<file path="config.mk">
export PLATFORM = sky130hd
export DESIGN_NAME = shifter_seq
export DESIGN_NICKNAME = d
export VERILOG_FILES = /design/src/rtl/shifter_pkg.sv /design/src/rtl/shift_stage_mux.sv /design/src/rtl/shifter_seq.sv
export SDC_FILE = /design/constraint.sdc
export NUM_CORES = 1
export LEC_CHECK = 0
export ABC_CLOCK_PERIOD_IN_PS = 5600
export CORE_ASPECT_RATIO = 1.75
export CORE_MARGIN = 1.5
export CORE_UTILIZATION = 49
export CTS_CLUSTER_DIAMETER = 100
export DETAILED_ROUTE_END_ITERATION = 8
export PLACE_DENSITY = 0.76
export SYNTH_ARGS = -nofsm -noshare
export SYNTH_HDL_FRONTEND = slang
export SYNTH_SLANG_ARGS = --single-unit
</file>
<file path="constraint.sdc">
create_clock -name clk -period 5.6 [get_ports clk]
set_clock_uncertainty 0.15 [all_clocks]
set_input_delay 1.12 -clock clk [delete_from_list [all_inputs] [get_ports clk]]
set_output_delay 1.12 -clock clk [all_outputs]
set_load 0.02 [all_outputs]
</file>
<file path="src/rtl/shifter_pkg.sv">
// Shared constants and encodings for the iterative shift sequencer.
// Imported by shifter_seq and shift_stage_mux.
package shifter_pkg;

    localparam int WIDTH  = 32;
    localparam int STAGES = 5;

    typedef enum logic [1:0] {
        SH_SRL = 2'b00,
        SH_SLL = 2'b01,
        SH_SRA = 2'b10,
        SH_RSV = 2'b11
    } sh_op_e;

    typedef enum logic [1:0] {
        IDLE  = 2'b00,
        SHIFT = 2'b01,
        DONE  = 2'b10
    } state_e;

endpackage

</file>
<file path="src/rtl/shift_stage_mux.sv">
// One conditional right-shift slice: shifts by DIST with a fill bit when en is set,
// otherwise passes the input through.
module shift_stage_mux
    import shifter_pkg::*;
#(
    parameter int DIST = 1
) (
    input  logic [WIDTH-1:0] in,
    input  logic             en,
    input  logic             fill,
    output logic [WIDTH-1:0] out
);

    always_comb begin
        out = en ? {{DIST{fill}}, in[WIDTH-1:DIST]} : in;
    end

endmodule

</file>
<file path="src/rtl/shifter_seq.sv">
// Iterative 32-bit shifter: one power-of-two stage per clock (16, 8, 4, 2, 1),
// valid/ready handshakes on the request and result sides.
module shifter_seq
    import shifter_pkg::*;
(
    input  logic             clk,
    input  logic             rst_n,
    input  logic             in_valid,
    output logic             in_ready,
    input  logic [WIDTH-1:0] in_data,
    input  logic [4:0]       in_shamt,
    input  logic [1:0]       in_op,
    output logic             out_valid,
    input  logic             out_ready,
    output logic [WIDTH-1:0] out_data,
    output logic             busy
);

    localparam logic [2:0] K_FIRST = 3'(STAGES - 1);

    state_e            state;
    state_e            state_nxt;
    logic [2:0]        k;
    logic [WIDTH-1:0]  w;
    logic              fill;
    sh_op_e            op_q;
    logic [STAGES-1:0] shamt_q;
    logic [WIDTH-1:0]  stage_out [STAGES];
    logic              accept;

    // SLL is done as reverse / right-shift / reverse, so only right stages exist.
    function automatic logic [WIDTH-1:0] bit_rev(input logic [WIDTH-1:0] v);
        logic [WIDTH-1:0] r;
        for (int i = 0; i < WIDTH; i++) r[i] = v[WIDTH-1-i];
        return r;
    endfunction

    for (genvar i = 0; i < STAGES; i++) begin : g_stage
        shift_stage_mux #(.DIST(1 << i)) u_stage (
            .in   (w),
            .en   (shamt_q[i]),
            .fill (fill),
            .out  (stage_out[i])
        );
    end

    assign accept = (state == IDLE) && in_valid;

    // NOTE: state register uses non-blocking assignment so all flops update together.
    always_ff @(posedge clk or negedge rst_n) begin
        if (!rst_n) state <= IDLE;
        else        state <= state_nxt;
    end

    // NOTE: default assigned first so no path through the case infers a latch.
    always_comb begin
        state_nxt = state;
        case (state)
            IDLE:    if (in_valid)  state_nxt = SHIFT;
            SHIFT:   if (k == 3'd0) state_nxt = DONE;
            DONE:    if (out_ready) state_nxt = IDLE;
            default: state_nxt = IDLE;
        endcase
    end

    always_ff @(posedge clk or negedge rst_n) begin
        if (!rst_n) begin
            k       <= K_FIRST;
            w       <= '0;
            fill    <= 1'b0;
            op_q    <= SH_SRL;
            shamt_q <= '0;
        end else if (accept) begin
            k       <= K_FIRST;
            shamt_q <= in_shamt;
            op_q    <= sh_op_e'(in_op);
            w       <= (in_op == SH_SLL) ? bit_rev(in_data) : in_data;
            fill    <= (in_op == SH_SRA) && in_data[WIDTH-1];
        end else if (state == SHIFT) begin
            w <= stage_out[k];
            k <= (k == 3'd0) ? K_FIRST : k - 3'd1;
        end
    end

    assign in_ready  = (state == IDLE);
    assign out_valid = (state == DONE);
    assign busy      = (state != IDLE);
    assign out_data  = (state != DONE) ? '0 : (op_q == SH_SLL) ? bit_rev(w) : w;

endmodule

</file>
## After elaboration in Yosys (flattened, before gate mapping)

Index checks and enable logic that the tools add are counted.

| word-level totals | value |
|---|---|
| register bits | 45 |
| latch bits | 0 |
| RAM bits | 0 |
| bits in read-only memories | 0 |
| input port bits | 43 |
| logic and storage cells | 45 |
| memories kept | 0 |

| operators by class | value |
|---|---|
| $add $sub $neg | 1 |
| multipliers | 0 |
| div/mod/pow operators | 0 |
| magnitude comparators | 1 |
| equal/unequal tests | 9 |
| shift operators | 0 |
| multiplexer cells | 20 |
| bitwise logic cells | 1 |
| reduce and logical (&&, ||, !) cells | 7 |

Operators by type and width:

| operator | count |
|---|---|
| two-way mux 32 bit | 12 |
| binary-select mux 32 bit (select 3 bit) | 1 |
| two-way mux 3 bit | 3 |
| == test 2 x 1 -> 1 bit (second input constant) | 3 |
| two-way mux 2 bit | 3 |
| one-hot mux 2 bit (3 select lines) | 1 |
| == test 2 bit (second input constant) | 2 |
| >= comparator 4 bit (second input constant) | 1 |
| != test 2 x 1 -> 1 bit (second input constant) | 2 |
| != test 2 bit (second input constant) | 2 |
| inverter 3 -> 4 bit | 1 |
| nonzero test 2 bit | 2 |
| zero test 3 bit | 1 |
| AND reduction 3 bit | 1 |
| subtractor 3 x 1 -> 3 bit (second input constant) | 1 |
| logical AND 1 bit | 2 |
| zero test 2 bit | 1 |

## Logic depth before layout (Yosys ltp)

Gate-level depths: netlist of the first run.

| depth | value |
|---|---|
| depth in word-level cells | 6 |
| mapped depth | 7 |

## By module

Synthesis of the first run repeated with hierarchy kept, for this count alone.

| second synthesis, totals | value |
|---|---|
| cells, all modules | 696 |
| area total of the unflattened synthesis | 6971.7 µm² |

Modules (own cells, without submodules):

| module | times used | cells an instance | area an instance (µm²) | sequential area each (µm²) |
|---|---|---|---|---|
| shifter_seq | 1 | 515 | 4245.3 | 1127.3 |
| shift_stage_mux at g_stage[0].u_stage ... | 4 | 36 | 544.3 | 0.0 |
| shift_stage_mux at g_stage[4].u_stage | 1 | 37 | 549.3 | 0.0 |

## Least setup slack after synthesis of the first run

Ideal clock, no wire load.

| timing path | value |
|---|---|
| kind | register to output |
| start | register op_q[1] |
| end | output out_data[11] |
| arrival time | 1336 ps |
| required time | 4330 ps |
| path slack | 2994 ps |
| stages on the path, launching flop included | 6 |
| cells stage by stage | dfrtp_1 -> nor2b_1 -> clkbuf_1 -> clkbuf_1 -> nand2_1 -> a21oi_1 |

| on the way | value |
|---|---|
| longest elaborated chain between the ends | 3 |

Ends and longest elaborated chain:

| item | line | RTL |
|---|---|---|
| start, declared | shifter_seq.sv:26 | `sh_op_e op_q;` |
| start signal, assigned | shifter_seq.sv:76 | `op_q <= sh_op_e'(in_op);` |
| == test 2 x 1 -> 1 bit | shifter_seq.sv:88 | `assign out_data = (state != DONE) ? '0 : (op_q == SH_SLL) ? bit_rev(w) : w;` |
| two-way mux 32 bit (2 in a row) | shifter_seq.sv:88 |  |
| end, declared | shifter_seq.sv:15 | `output logic [WIDTH-1:0] out_data,` |

No other way between the ends.

## Final worst setup path of the first run

| timing path | value |
|---|---|
| start | register op_q[0] |
| end | output out_data[3] |

Same word-level chain as after synthesis.

==> impl_metrics.json, run 1 <==
{
  "cp-start-kind": "flip-flop",
  "synthFlopType": "dfrtp_1",
  "drt_iter0_drc": 571,
  "max_freq_ghz": 0.258,
  "setup_tns_ns": 0,
  "h-tree-depth": 2,
  "crit_path_max_incr_delay_ns": 0.93,
  "design_area_um2": 4940,
  "postSynthCellCount": 559,
  "overflow": 0,
  "dpl_cell_area_um2": 4780,
  "postRouteWirelength_um": 14600,
  "layout-drive-gt1-share_pct": 8.46,
  "synth_cell_type_count": 42,
  "vdd_drop_max_uv": 566,
  "clk_latency_ns": 0.29,
  "grtUsageTotal_pct": 32.2,
  "via_per_inst": 6.79,
  "synthArstFlopShare_pct": 100,
  "synth_nets": 602,
  "hpwl_um": 10100,
  "critPathCaptureType": "output pin",
  "crit_type": "reg2out",
  "fill_cells": 766,
  "reg2reg_from": "k[0]",
  "cp-startpoint": "op_q[0]",
  "min_period_ns": 3.87,
  "ctsHoldBuffers": 0,
  "ys.warnings.count": 0,
  "antennaDiodeCount": 0,
  "cts.sinks": 45,
  "worstPathRequired_ns": 4.33,
  "firstDrtPassIters": 5,
  "status": "completed",
  "worstRegToRegCells": 5,
  "leakagePower_nw": 1.80,
  "drv_cap": 0,
  "core_um2": 8260,
  "period_share_pct": 69.2,
  "drc_errors": 0,
  "cp_max_fo": 32,
  "cts-resized-gates": 0,
  "syn-mean-instance-area_um2": 7.46,
  "slowest_stage": "nor2b_2",
  "syn_area_um2": 4170,
  "fin_cells": 671,
  "ant_nets": 0,
  "die_w_um": 72.7,
  "hold_violations": 0,
  "area_growth_pct": 18.5,
  "slew_headroom_pct": 22.5,
  "cts_tree": "done",
  "crit_buf_inv": 1,
  "slew_violations": 0,
  "power_density_nw_per_um2": 594,
  "start_util_pct": 50.5,
  "rrSetupSlack_ns": 2.01,
  "worst_pin_slew_ns": 1.16,
  "path_delay_family": "simple AND/OR/NAND/NOR gates",
  "place_congestion": 0.980,
  "synth_edf_count": 0,
  "arrival_ns": 2.60,
  "num_rows": 44,
  "grt_max_degree": 64,
  "post_cts_buffers": 0,
  "cp.depth": 4,
  "io_buffer_count": 77,
  "die_area_um2": 9090,
  "boundaryPins": 78,
  "vias": 4556,
  "setup_violations": 0,
  "rsz0062_at_grt": "no",
  "num-nets-final": 622,
  "synth-seq-cells": 45,
  "grt_pass1_wl_um": 22800,
  "ys_seq_area_share_pct": 27.0,
  "antenna_found_initial": 0,
  "place_inst": 664,
  "crit_path_end": "out_data[3]",
  "cts_buffers": 5,
  "grt_pass1_vias": 4285,
  "hp-class": "reg2reg",
  "critical_path.cell_chain": "nor2b_2, nand2_1, a21oi_1, clkdlybuf4s50_1",
  "die-height_um": 125,
  "root_buffer": "clkbuf_16",
  "max-clock-path-buffers": 2,
  "path_clk_slew_ns": 0.06,
  "rr_endpoint": "w[10]",
  "routedWlPerCell_um": 21.7
}
-- tightest hold or removal path, delay by kind of cell (launching register included) --
kind	cells	cell delay (ns)
flops	1	0.36
simple gates	2	0.13
-- power breakdown --
group          switching (mW)  internal, mW
Sequential              0.431         0.504
Combinational            1.01         0.641
Clock                   0.131         0.210
Total                    1.58          1.36
-- metrics by stage --
stage | power, mW | util, % | worst slack (ns) | hold slack [ns]
after floorplan | 2.05 | - | 2.99 | 0.310
after global placement | 2.51 | 57.8 | 1.94 | 0.338
after detailed placement | 2.55 | 57.8 | 1.85 | 0.364
after CTS | 2.89 | 59.8 | 1.73 | 0.378
after global routing | 3.12 | 59.8 | 1.48 | 0.423
final | 2.93 | 59.8 | 1.73 | 0.376
-- layout make-up --
class	count	area [um^2]	share of cell area, %
clock buffer	5	125	2.53
clock inverter	2	38.8	0.785
inverter	19	71.3	1.44
multi-input combinational	426	2660	53.8
sequential	45	1130	22.8
tap	92	115	2.33
timing repair buffer	82	803	16.3
-- flip-flops by register name (all words and copies together) (netlist names) --
name     count
w           32
fill         1
k            3
shamt_q      5
state        2
op_q         2
-- metal layers --
layer  up-vias  global-route usage (%)  wire length [um]
met5         -                       0                 0
met4         0                    25.0              1310
met3        76                    3.30               857
met2       238                    51.1              7230
met1      2158                    38.7              5190
li1       2084                       -                 -
-- kinds of logic (layout without fill, tap and decap cells) --
group | count (synthesis) | count (layout) | share of synthesized area, %
buf+inv | 88 | 108 | 9.63
flops | 45 | 45 | 27.0
simple gates | 163 | 163 | 17.5
mux | 34 | 34 | 9.06
compound gates | 229 | 229 | 36.7
-- placed cells by master (no fill, tap or decap), drive strengths merged, types with 5 or more instances in the layout --
master,instances
a211oi,30
a21oi,52
a22o,32
a22oi,17
a31oi,30
buf,6
clkbuf,5
clkdlybuf4s50,76
dfrtp,44
inv,20
mux2,30
nand2,130
nand2b,9
nor2,6
o21ai,37
o32ai,20
-- synth_stat cells, drive strengths merged, types with 9 or more instances --
cell	instances	area [um^2]
a211oi	30	225
clkbuf	31	116
a21oi	52	264
nand2b	9	56.3
a22o	32	280
buf	38	214
mux2	30	338
o21ai	37	185
a22oi	17	133
a31oi	30	188
inv	19	71.3
nand2	130	488
dfrtp	44	1100
o32ai	20	175
-- how the worst min path moves through the flow --
stage	depth (start not counted)	from	slack, ns	endpoint
floorplan	2	op_q[1]	0.31	op_q[1]
global placement	2	shamt_q[4]	0.34	shamt_q[4]
detailed placement	2	shamt_q[4]	0.36	shamt_q[4]
CTS	2	shamt_q[4]	0.38	shamt_q[4]
global route	2	shamt_q[4]	0.42	shamt_q[4]
finish	2	shamt_q[4]	0.38	shamt_q[4]
(Power assumes the default switching activity.)
==> inputs of run 2 (changes only) <==
Settings changed: ABC_CLOCK_PERIOD_IN_PS 5600 to 3330, CORE_UTILIZATION 49 to 48, PLACE_DENSITY 0.76 to 0.77.
Clock period 5.6 ns to 3.33 ns, I/O delays scaled along.
==> run 2 against run 1 <==
Die area increased by 2.0%. First-iteration DRC count is 8.1% higher. Worst setup slack worse by 1.2 ns. Clock power is 70% higher. Power rose by 74%. Via count grew 3.9%. Cell area is 2.9% higher. Clock-buffer cell count grew 2. Final cell count increased by 5.8%. Largest cell class unchanged.
==> impl_metrics.json, run 2 (synthesis results as in run 1) <==
{
  "status": "completed",
  "hold_violations": 0,
  "area_growth_pct": 21.9,
  "antenna_found_initial": 0,
  "final_util_pct": 60.7,
  "fill_cells": 795,
  "slowest_stage": "clkdlybuf4s50_1",
  "reg_top3": "w x32, shamt_q x5, k x3",
  "boundaryPins": 78,
  "path_clk_slew_ns": 0.06,
  "vdd_drop_max_uv": 777,
  "dpl_cell_area_um2": 4910,
  "worstPathRequired_ns": 2.51,
  "layout_common_cells": "130 x nand2_1, 76 x clkdlybuf4s50_1, 51 x a21oi_1",
  "drc_errors": 0,
  "routedWlPerCell_um": 21.9,
  "worstRegToRegCells": 5,
  "regMostFlops": "w",
  "antennaDiodeCount": 0,
  "cts_buffers": 5,
  "die_area_um2": 9280,
  "io_buffer_count": 77,
  "multi_input_area_um2": 2650,
  "cp_max_fo": 32,
  "post-place-ws_ns": 0.630,
  "grt_max_degree": 48,
  "leakagePower_nw": 1.88,
  "slew_headroom_pct": 30.2,
  "h-tree-depth": 2,
  "arrival_ns": 2.03,
  "critPathCaptureType": "output pin",
  "firstDrtPassIters": 5,
  "place_inst": 702,
  "postRouteWirelength_um": 15500,
  "setup_violations": 0,
  "layout-drive-gt1-share_pct": 10.8,
  "core_um2": 8370,
  "drt_iter0_drc": 617,
  "grtUsageTotal_pct": 33.9,
  "max_freq_ghz": 0.351,
  "cp-start-kind": "flip-flop",
  "num_rows": 44,
  "fin_hold_ws_ns": 0.382,
  "rrSetupSlack_ns": 0.76,
  "crit_type": "reg2out",
  "ant_nets": 0,
  "cts_tree": "done",
  "overflow": 0,
  "period_share_pct": 85.5,
  "root_buffer": "clkbuf_16",
  "rsz0062_at_grt": "no",
  "setup_tns_ns": 0,
  "slew_violations": 0,
  "post_cts_buffers": 0,
  "hp-class": "reg2reg",
  "min_period_ns": 2.85,
  "die-height_um": 126,
  "critical_path.cell_chain": "nor2b_2, buf_4, nand2_1, a21oi_1, clkdlybuf4s50_1",
  "power_density_nw_per_um2": 1000,
  "worst_pin_slew_ns": 1.05,
  "largest_reg_flops": 32,
  "place_congestion": 0.970,
  "worst_hold_path.num_cells": 2,
  "grt_pass1_vias": 4382,
  "seq_area_um2": 1130,
  "max-clock-path-buffers": 2,
  "drv_cap": 0,
  "grt_pass1_wl_um": 24200,
  "cts-resized-gates": 0,
  "cts.sinks": 45,
  "num-nets-final": 637,
  "crit_path_max_incr_delay_ns": 0.64,
  "mostFrequentLayoutCell": "nand2_1",
  "ctsHoldBuffers": 0,
  "clk_latency_ns": 0.28,
  "die_w_um": 73.5,
  "vias": 4735,
  "design_area_um2": 5080,
  "p_total_mw": 5.10,
  "fin_cells": 710,
  "start_util_pct": 49.8,
  "hpwl_um": 10900,
  "via_per_inst": 6.67,
  "fin_ws_ns": 0.481
}
==> run 2: layout make-up <==
type,instances,share of cell area [%]
clock buffers,7,2.81
clock inverters,1,0.591
inverters,19,1.40
multi-input cells,426,52.2
flip-flops and latches,45,22.2
well taps,115,2.83
repair buffers,97,18.0
==> run 2: final timing paths <==
kind / startpoint / endpoint
setup / recovery: op_q[0] / out_data[15]
hold / removal: op_q[0] / op_q[0]
setup reg to reg: k[1] / w[2]
hold reg to reg: op_q[0] / op_q[0]
max in group asynchronous: rst_n / w[6]
min in group asynchronous: rst_n / w[20]
==> run 2: routing by layer <==
metal,vias to the layer above,GRT usage [%],routed length [um]
met5,-,0,0
met4,0,23.5,1360
met3,87,4.08,1050
met2,299,55.6,7890
met1,2233,39.8,5210
li1,2116,-,-
==> run 2: power breakdown <==
part	leakage, nW	internal [mW]	switching (mW)
Combinational	1.25	1.17	1.75
Sequential	0.544	0.846	0.752
Clock	0.0841	0.375	0.206
==> run 2: critical path, delay by kind of cell (launching register included) <==
kind | cells | cell delay (ns)
buffers and inverters | 2 | 0.95
flip-flops | 1 | 0.37
AND/OR/NAND/NOR | 2 | 0.25
AO/OA/AOI/OAI | 1 | 0.17
